File: src/rtl/pipe_pkg.sv
// Shared constants and types for the pipeline controller: stage indices,
// exception codes and the flush-sequencer state encoding.
package pipe_pkg;

  localparam int STG_PC  = 0;
  localparam int STG_IF  = 1;
  localparam int STG_ID  = 2;
  localparam int STG_EX  = 3;
  localparam int STG_MEM = 4;
  localparam int STG_WB  = 5;

  localparam logic [31:0] EXC_INT     = 32'h0000_0001;
  localparam logic [31:0] EXC_SYSCALL = 32'h0000_0008;
  localparam logic [31:0] EXC_INVAL   = 32'h0000_000a;
  localparam logic [31:0] EXC_TRAP    = 32'h0000_000d;
  localparam logic [31:0] EXC_OV      = 32'h0000_000c;
  localparam logic [31:0] EXC_ERET    = 32'h0000_000e;

  typedef enum logic [0:0] {
    RUN   = 1'b0,
    FLUSH = 1'b1
  } pipe_state_e;

endpackage

File: src/rtl/pipe_stall_encode.sv
// Priority-to-thermometer encoder: the highest requesting stage and every
// stage below it are stalled.
module pipe_stall_encode #(
  parameter int NSTAGE = 6
) (
  input  logic [NSTAGE-1:0] stallreq_i,
  output logic [NSTAGE-1:0] therm_o
);

  logic acc_s;

  // Running OR from the top stage downwards yields the thermometer mask.
  always_comb begin
    acc_s   = 1'b0;
    therm_o = '0;
    for (int j = NSTAGE - 1; j >= 0; j--) begin
      acc_s      = acc_s | stallreq_i[j];
      therm_o[j] = acc_s;
    end
  end

endmodule

File: src/rtl/pipe_ctrl_n.sv
// Pipeline controller: stall mask, exception flush sequencing, stall watchdog.
// Optional performance counters are built when PIPE_CTRL_PERF_EN is defined.
module pipe_ctrl_n
  import pipe_pkg::*;
#(
  parameter int                NSTAGE       = 6,
  parameter int                ADDR_W       = 32,
  parameter int                EXC_W        = 32,
  parameter int                FLUSH_CYCLES = 1,
  parameter logic [ADDR_W-1:0] VEC_OFF      = ADDR_W'(32'h20),
  parameter int                WDOG_CYCLES  = 1024
) (
  input  logic              clk,
  input  logic              rst,
  input  logic [NSTAGE-1:0] stallreq_i,
  input  logic              ext_hold_i,
  input  logic [EXC_W-1:0]  excepttype_i,
  input  logic [ADDR_W-1:0] cp0_epc_i,
  input  logic [ADDR_W-1:0] cp0_ebase_i,
  output logic [NSTAGE-1:0] stall_o,
  output logic              flush_o,
  output logic [ADDR_W-1:0] new_pc_o,
  output logic              hang_o,
  output logic [31:0]       perf_stall_cnt_o,
  output logic [31:0]       perf_flush_cnt_o
);

  localparam int FC_W = (FLUSH_CYCLES > 1) ? $clog2(FLUSH_CYCLES + 1) : 1;
  localparam int WC_W = (WDOG_CYCLES > 0) ? $clog2(WDOG_CYCLES + 1) : 1;

  pipe_state_e       state_q, state_d;
  logic [FC_W-1:0]   fcnt_q, fcnt_d;
  logic [ADDR_W-1:0] pc_q, pc_d;
  logic [WC_W-1:0]   wcnt_q, wcnt_d;
  logic              hang_q, hang_d;

  logic [NSTAGE-1:0] therm_s;
  logic [NSTAGE-1:0] stall_s;
  logic [ADDR_W-1:0] target_s;
  logic [ADDR_W-1:0] new_pc_s;
  logic              flush_s;
  logic              exc_take_s;

  pipe_stall_encode #(.NSTAGE(NSTAGE)) u_enc (
    .stallreq_i (stallreq_i),
    .therm_o    (therm_s)
  );

  assign target_s = (excepttype_i == EXC_W'(EXC_ERET)) ? cp0_epc_i : cp0_ebase_i + VEC_OFF;

  // Flush sequencer: accepts an exception in RUN, holds the target through FLUSH.
  always_comb begin
    state_d    = state_q;
    fcnt_d     = fcnt_q;
    pc_d       = pc_q;
    flush_s    = 1'b0;
    new_pc_s   = '0;
    exc_take_s = 1'b0;
    case (state_q)
      RUN: begin
        if (excepttype_i != '0) begin
          exc_take_s = 1'b1;
          flush_s    = 1'b1;
          new_pc_s   = target_s;
          pc_d       = target_s;
          if (FLUSH_CYCLES > 1) begin
            state_d = FLUSH;
            fcnt_d  = FC_W'(FLUSH_CYCLES - 1);
          end else begin
            state_d = RUN;
          end
        end else begin
          state_d = RUN;
        end
      end
      FLUSH: begin
        // Exception inputs here come from squashed instructions and are ignored.
        flush_s  = 1'b1;
        new_pc_s = pc_q;
        fcnt_d   = fcnt_q - FC_W'(1);
        if (fcnt_q == FC_W'(1)) begin
          state_d = RUN;
        end else begin
          state_d = FLUSH;
        end
      end
      default: begin
        state_d = RUN;
      end
    endcase
  end

  // Stall mask priority: reset, flush, external hold, stage requests.
  always_comb begin
    if (rst || flush_s) begin
      stall_s = '0;
    end else if (ext_hold_i) begin
      stall_s = '1;
    end else begin
      stall_s = therm_s;
    end
  end

  // Watchdog counts consecutive stalled cycles and latches a sticky hang flag.
  always_comb begin
    if (WDOG_CYCLES == 0) begin
      wcnt_d = '0;
      hang_d = 1'b0;
    end else begin
      if (flush_s || (stall_s == '0)) begin
        wcnt_d = '0;
      end else if (wcnt_q == WC_W'(WDOG_CYCLES)) begin
        wcnt_d = wcnt_q;
      end else begin
        wcnt_d = wcnt_q + WC_W'(1);
      end
      hang_d = hang_q | (wcnt_d == WC_W'(WDOG_CYCLES));
    end
  end

  // Controller state registers.
  always_ff @(posedge clk or posedge rst) begin
    if (rst) begin
      state_q <= RUN;
      fcnt_q  <= '0;
      pc_q    <= '0;
      wcnt_q  <= '0;
      hang_q  <= 1'b0;
    end else begin
      state_q <= state_d;
      fcnt_q  <= fcnt_d;
      pc_q    <= pc_d;
      wcnt_q  <= wcnt_d;
      hang_q  <= hang_d;
    end
  end

  assign stall_o  = stall_s;
  assign flush_o  = flush_s & ~rst;
  assign new_pc_o = rst ? '0 : new_pc_s;
  assign hang_o   = hang_q;

`ifdef PIPE_CTRL_PERF_EN
  logic [31:0] perf_stall_q, perf_stall_d;
  logic [31:0] perf_flush_q, perf_flush_d;

  // Saturating counters: stalled cycles and accepted exceptions.
  always_comb begin
    if ((stall_s != '0) && (perf_stall_q != 32'hFFFF_FFFF)) begin
      perf_stall_d = perf_stall_q + 32'd1;
    end else begin
      perf_stall_d = perf_stall_q;
    end
    if (exc_take_s && (perf_flush_q != 32'hFFFF_FFFF)) begin
      perf_flush_d = perf_flush_q + 32'd1;
    end else begin
      perf_flush_d = perf_flush_q;
    end
  end

  // Performance counter registers.
  always_ff @(posedge clk or posedge rst) begin
    if (rst) begin
      perf_stall_q <= 32'h0;
      perf_flush_q <= 32'h0;
    end else begin
      perf_stall_q <= perf_stall_d;
      perf_flush_q <= perf_flush_d;
    end
  end

  assign perf_stall_cnt_o = perf_stall_q;
  assign perf_flush_cnt_o = perf_flush_q;
`else
  assign perf_stall_cnt_o = 32'h0;
  assign perf_flush_cnt_o = 32'h0;
`endif

endmodule

File: config.mk
export PLATFORM = sky130hd
export DESIGN_NAME = pipe_ctrl_n
export DESIGN_NICKNAME = d
export VERILOG_FILES = /design/src/rtl/pipe_pkg.sv /design/src/rtl/pipe_stall_encode.sv /design/src/rtl/pipe_ctrl_n.sv
export SDC_FILE = /design/constraint.sdc
export NUM_CORES = 1
export LEC_CHECK = 0
export CAP_MARGIN = 20
export CORE_UTILIZATION = 43
export DETAILED_ROUTE_END_ITERATION = 7
export PLACE_DENSITY = 0.91
export SLEW_MARGIN = 25
export SYNTH_ARGS = -nofsm -noshare
export SYNTH_HDL_FRONTEND = slang
export SYNTH_SLANG_ARGS = --single-unit
File: constraint.sdc
create_clock -name clk -period 8.05 [get_ports clk]
set_input_delay 2.415 -clock clk [delete_from_list [all_inputs] [get_ports clk]]
set_output_delay 2.415 -clock clk [all_outputs]
set_load 0.05 [all_outputs]
# After elaboration in Yosys (flattened, before gate mapping)
# Cells that the tools add are included.
[totals]
latch_bits = 0
output_inout_bits = 104
reg_bits = 46
input_bits = 105
romBits = 0
ramBits = 0
memories = 0
wordCells = 37
[classes]
mul = 0
n_reduce_logical = 5
div = 0
n_eq_ne = 3
n_lt_le_gt_ge = 0
muxes = 12
shift = 0
n_bitwise = 9
n_addsub = 3
[ops]
columns = ["operator", "n"]
rows = [
  ["two-way mux 32 bit", 3],
  ["case mux 32 bit (2 select lines)", 1],
  ["adder 32 x 6 -> 32 bit (second input constant)", 1],
  ["equality test 32 x 4 -> 1 bit (second input constant)", 1],
  ["nonzero test 32 bit", 1],
  ["equality test 11 bit (second input constant)", 2],
  ["two-way mux 11 bit", 2],
  ["two-way mux 6 bit", 2],
  ["adder 11 x 1 -> 11 bit (second input constant)", 1],
  ["zero test 6 bit", 1],
  ["OR 1 bit", 6],
  ["case mux 1 bit (2 select lines)", 2],
  ["logical OR 1 bit", 2],
  ["two-way mux 1 bit", 2],
  ["inverter 1 bit", 2],
  ["AND reduction 2 bit", 1],
  ["AND 1 bit", 1],
  ["subtractor 1 bit (second input constant)", 1],
]

# Depth between registers and ports, before layout
[logic_depth]
word_depth = 12
depth_mapped = 7
depth_no_buf = 6

# By module
# From an unflattened synthesis, not the netlist that was laid out.
[hier_totals]
hier_cells = 475
hier_area_um2 = 4002.6
[modules_own_cells]
columns = ["module", "instances", "seq_area_each_um2", "area_per_inst_um2", "cells_per_inst"]
rows = [
  ["pipe_ctrl_n", 1, 1151.1, 3950.0, 468],
  ["pipe_stall_encode", 1, 0.0, 52.6, 7],
]

# Least setup slack after synthesis
# OpenSTA, ideal clock, no wires.
[synth_timing]
path_kind = "in2out"
start = "input port excepttype_i[5]"
end = "output port new_pc_o[15]"
slack_ns = 0.576
required_ns = 5.635
path_buffers = 2
arrival_ns = 5.059
stages = 7
cell_sequence = "nor4_1 > nand4_1 > or3_1 > clkbuf_1 > buf_1 > mux2i_1 > o21ai_0"
[synth_via]
elab_chain_cells = 5
elab_cells_between_ends = 6
classes_between = "1 x eq/ne; 4 x mux; 1 x reduce/logical"
[synth_lines]
columns = ["element", "line_no", "text"]
rows = [
  ["from (decl)", "pipe_ctrl_n.sv:17", "input logic [EXC_W-1:0] excepttype_i,"],
  ["equality test 32 x 4 -> 1 bit", "pipe_ctrl_n.sv:49", "assign target_s = (excepttype_i == EXC_W'(EXC_ERET)) ? cp0_epc_i : cp0_ebase_i + VEC_OFF;"],
  ["two-way mux 32 bit", "pipe_ctrl_n.sv:49", ""],
  ["two-way mux 32 bit (*)", "pipe_ctrl_n.sv:61", "if (excepttype_i != '0) begin"],
  ["case mux 32 bit (2 select lines) (*)", "pipe_ctrl_n.sv:59", "case (state_q)"],
  ["two-way mux 32 bit (*)", "pipe_ctrl_n.sv:140", "assign new_pc_o = rst ? '0 : new_pc_s;"],
  ["to (decl)", "pipe_ctrl_n.sv:22", "output logic [ADDR_W-1:0] new_pc_o,"],
]
# Every way passes the cells marked *; elsewhere a longest branch is shown, timed or not.

# Worst setup path in the final report
[layout_timing]
start = "input port cp0_ebase_i[5]"
end = "output port new_pc_o[29]"
[layout_via]
elab_chain_cells = 5
[layout_lines]
columns = ["element", "line_no", "text"]
rows = [
  ["from (decl)", "pipe_ctrl_n.sv:19", "input logic [ADDR_W-1:0] cp0_ebase_i,"],
  ["adder 32 x 6 -> 32 bit", "pipe_ctrl_n.sv:49", ""],
  ["two-way mux 32 bit", "pipe_ctrl_n.sv:49", ""],
  ["two-way mux 32 bit", "pipe_ctrl_n.sv:61", ""],
  ["case mux 32 bit (2 select lines)", "pipe_ctrl_n.sv:59", ""],
  ["two-way mux 32 bit", "pipe_ctrl_n.sv:140", ""],
]
# No other way between the ends.

==> results.toml <==
[pwr]
peakVddDrop_mv = 0.08004
leakage_nw = 2.195
finalPower_mw = 0.6440
cellPowerDensity_nw_per_um2 = 120.1

[yosys]
yosysWarnings = 0
syn_inst = 475
netlist_area_um2 = 3830
synth_ff_type = "dfrtp_1"
ys_seq_elements = 46
synth_top_family_by_area = "simple AND/OR/NAND/NOR gates"
synth_fa_ha_area_frac = 0.009801
async_flop_share = 1.000
synth_compound_area_frac = 0.1473
synth_mux_area_frac = 0.08167
synthDistinctLibCells = 48
synth_edf_count = 0
syn_area_per_cell_um2 = 8.063
synthSimpleGateAreaFrac = 0.2447
yosysSeqAreaShare = 0.3006
synthXorXnorAreaFrac = 0.05488

[route]
ant_nets = 0
viasPerCell = 5.389
first_iter_violations = 112
wl_per_cell_um = 14.65
drtPass1Iterations = 5
drc = 0
vias = 3869
routed_wl_um = 10520

[global_routing]
grt-ovfl-total = 0
grt_pass1_wl_um = 16410
grt_pass1_vias = 3594
grt_max_degree = 51
grt_use_total = 0.2277
grt_antenna_before_repair = 0

[clocking]
cts_root_buffer = "clkbuf_8"
cts_setup_buffers = 0
clock_latency_ns = 0.30
cts-buffers-inserted = 5
path_clk_slew_ns = 0.09
postCtsHoldBufs = 0
cts_buffer_depth = 2
cts_resized = 0
clkSinkCount = 46
htree_levels = 2
cts_tree = "yes"

[place]
place.gp.congestion = 0.8618
hpwl_um = 8409
numPortBuffers = 144
place_inst = 710

[timing]
skew_ns = 0.006405
finalMaxSlewViolations = 0
slew_headroom = 0.4594
grt_setup_unrepaired = "no"
setup-violations-final = 0
fin_crit_sh = 0.9567
worst_pin_slew_ns = 0.8100
min_period_ns = 7.701
setup_tns_ns = 0
hold_viol_final = 0
fmax_mhz = 129.9

[floorplanning]
core-area_um2 = 8678
die_x_um = 96.38
ios = 209
dieArea_um2 = 9288
rows = 34
start_util = 0.4413
die_y_um = 96.38

[setup_path]
worst-endpoint-arrival_ns = 5.29
reg2reg_slack_ns = 6.16
crit_start = "cp0_ebase_i[5]"
worstPathRequired_ns = 5.64
crit_path_end_kind = "output port"
cp-start-kind = "primary input"
crit_fanout = 13
r2r-start = "wcnt_q[0]"
r2r_cells = 6
crit_type = "primary input to output port"

[cells_and_area]
fin_nets = 717
syn_to_final_growth_pct = 39.99
n_antenna_cell = 0
drive_above_1_share = 0.1262
fillers = 723
instances_no_fill = 718

[hold_path]
hold_depth = 1
holdCritPathClass = "flip-flop to flip-flop"
worstHoldStart = "fcnt_q"

[outcome]
status = "finished clean"

[flow_run]
maxCapViolations = 0
## layout by cell type, fill, tap and decap left out, types with 3 or more instances in the layout
cell type / instances
or3_1: 4
buf_4: 32
nand2b_1: 3
a31oi_1: 13
buf_12: 16
nand4_1: 12
clkdlybuf4s50_1: 106
clkbuf_8: 5
xor2_1: 10
dfrtp_1: 46
nor2_1: 32
mux2i_1: 20
nor3_1: 10
ha_1: 3
a21oi_1: 3
inv_1: 6
mux2_2: 9
nand2_1: 59
nor4_1: 23
conb_1: 64
a22o_1: 10
xnor2_1: 14
o31ai_1: 11
nand3_1: 13
and3_1: 3
o21ai_0: 45
or4_1: 8
## routing by layer
metal / wire length [um] / GRT usage
met1: 4150 / 0.2674
met2: 5497 / 0.4184
met3: 656 / 0.03286
met4: 216 / 0.08456
met5: 0 / 0
## power by group
part | switching, mW | internal [mW]
combinational | 0.144 | 0.0793
clock | 0.0826 | 0.0932
sequential | 0.00473 | 0.240
total | 0.231 | 0.413
## cell type report
cell class / count / area (um^2) / area share
Multi-Input combinational cell: 395 / 2313 / 0.4315
Timing Repair Buffer: 154 / 1622 / 0.3025
Sequential cell: 46 / 1151 / 0.2147
Tap cell: 108 / 135.1 / 0.02520
Clock buffer: 5 / 68.82 / 0.01284
Clock inverter: 3 / 43.79 / 0.008168
Inverter: 7 / 27.53 / 0.005134
## cells in the mapped netlist, types with 11 or more instances
library cell	count	area, um^2
clkbuf_1	22	82.58
nand2_1	59	221.5
o21ai_0	45	225.2
nor2_1	33	123.9
buf_4	64	480.5
nand3_1	13	65.06
a31oi_1	13	81.33
nor4_1	23	143.9
xnor2_1	14	122.6
dfrtp_1	46	1151
o31ai_1	11	82.58
nand4_1	12	75.07
mux2i_1	20	200.2
## kinds of logic after synthesis
logic type                 Yosys count
xor gates and xnor gates            24
DFF                                 46
AOI/OAI and AO/OA                   90
adders and majority gates            3
and+or+nand+nor                    184
muxes                               30
buffers and inverters               97
other                                1
## worst max-delay path: stages
cell and delay [ns]:
clkdlybuf4s50_1 0.56, ha_1 0.30, nand2_1 0.11, or4_1 0.74, or4_1 0.57, a31oi_1 0.22, a22o_1 0.22, buf_12 0.14
## stage by stage
step / hold WS (ns) / worst slack, ns / util / instance area, um^2
after floorplan: 0.4155 / 0.5763 / - / 4066
after global placement: 0.4297 / 0.4374 / 0.6047 / 5248
after detailed placement: 0.4465 / 0.3502 / 0.6047 / 5248
after CTS: 0.4594 / 0.3526 / 0.6176 / 5360
after global routing: 0.4739 / 0.1561 / 0.6178 / 5361
final: 0.4574 / 0.3488 / 0.6178 / 5361
## registers in the layout, indices dropped and copies added (netlist names)
signal	flops
hang_o	1
fcnt_q	1
pc_q	32
state_q	1
wcnt_q	11
## path summary, 6_finish.rpt
check / endpoint
worst max-delay path: new_pc_o[29]
worst min-delay path: state_q
worst max register to register: hang_o
worst min register to register: state_q
max in group asynchronous: pc_q[0]
min in group asynchronous: pc_q[23]
No activity file was read; power rests on OpenSTA's default activity.
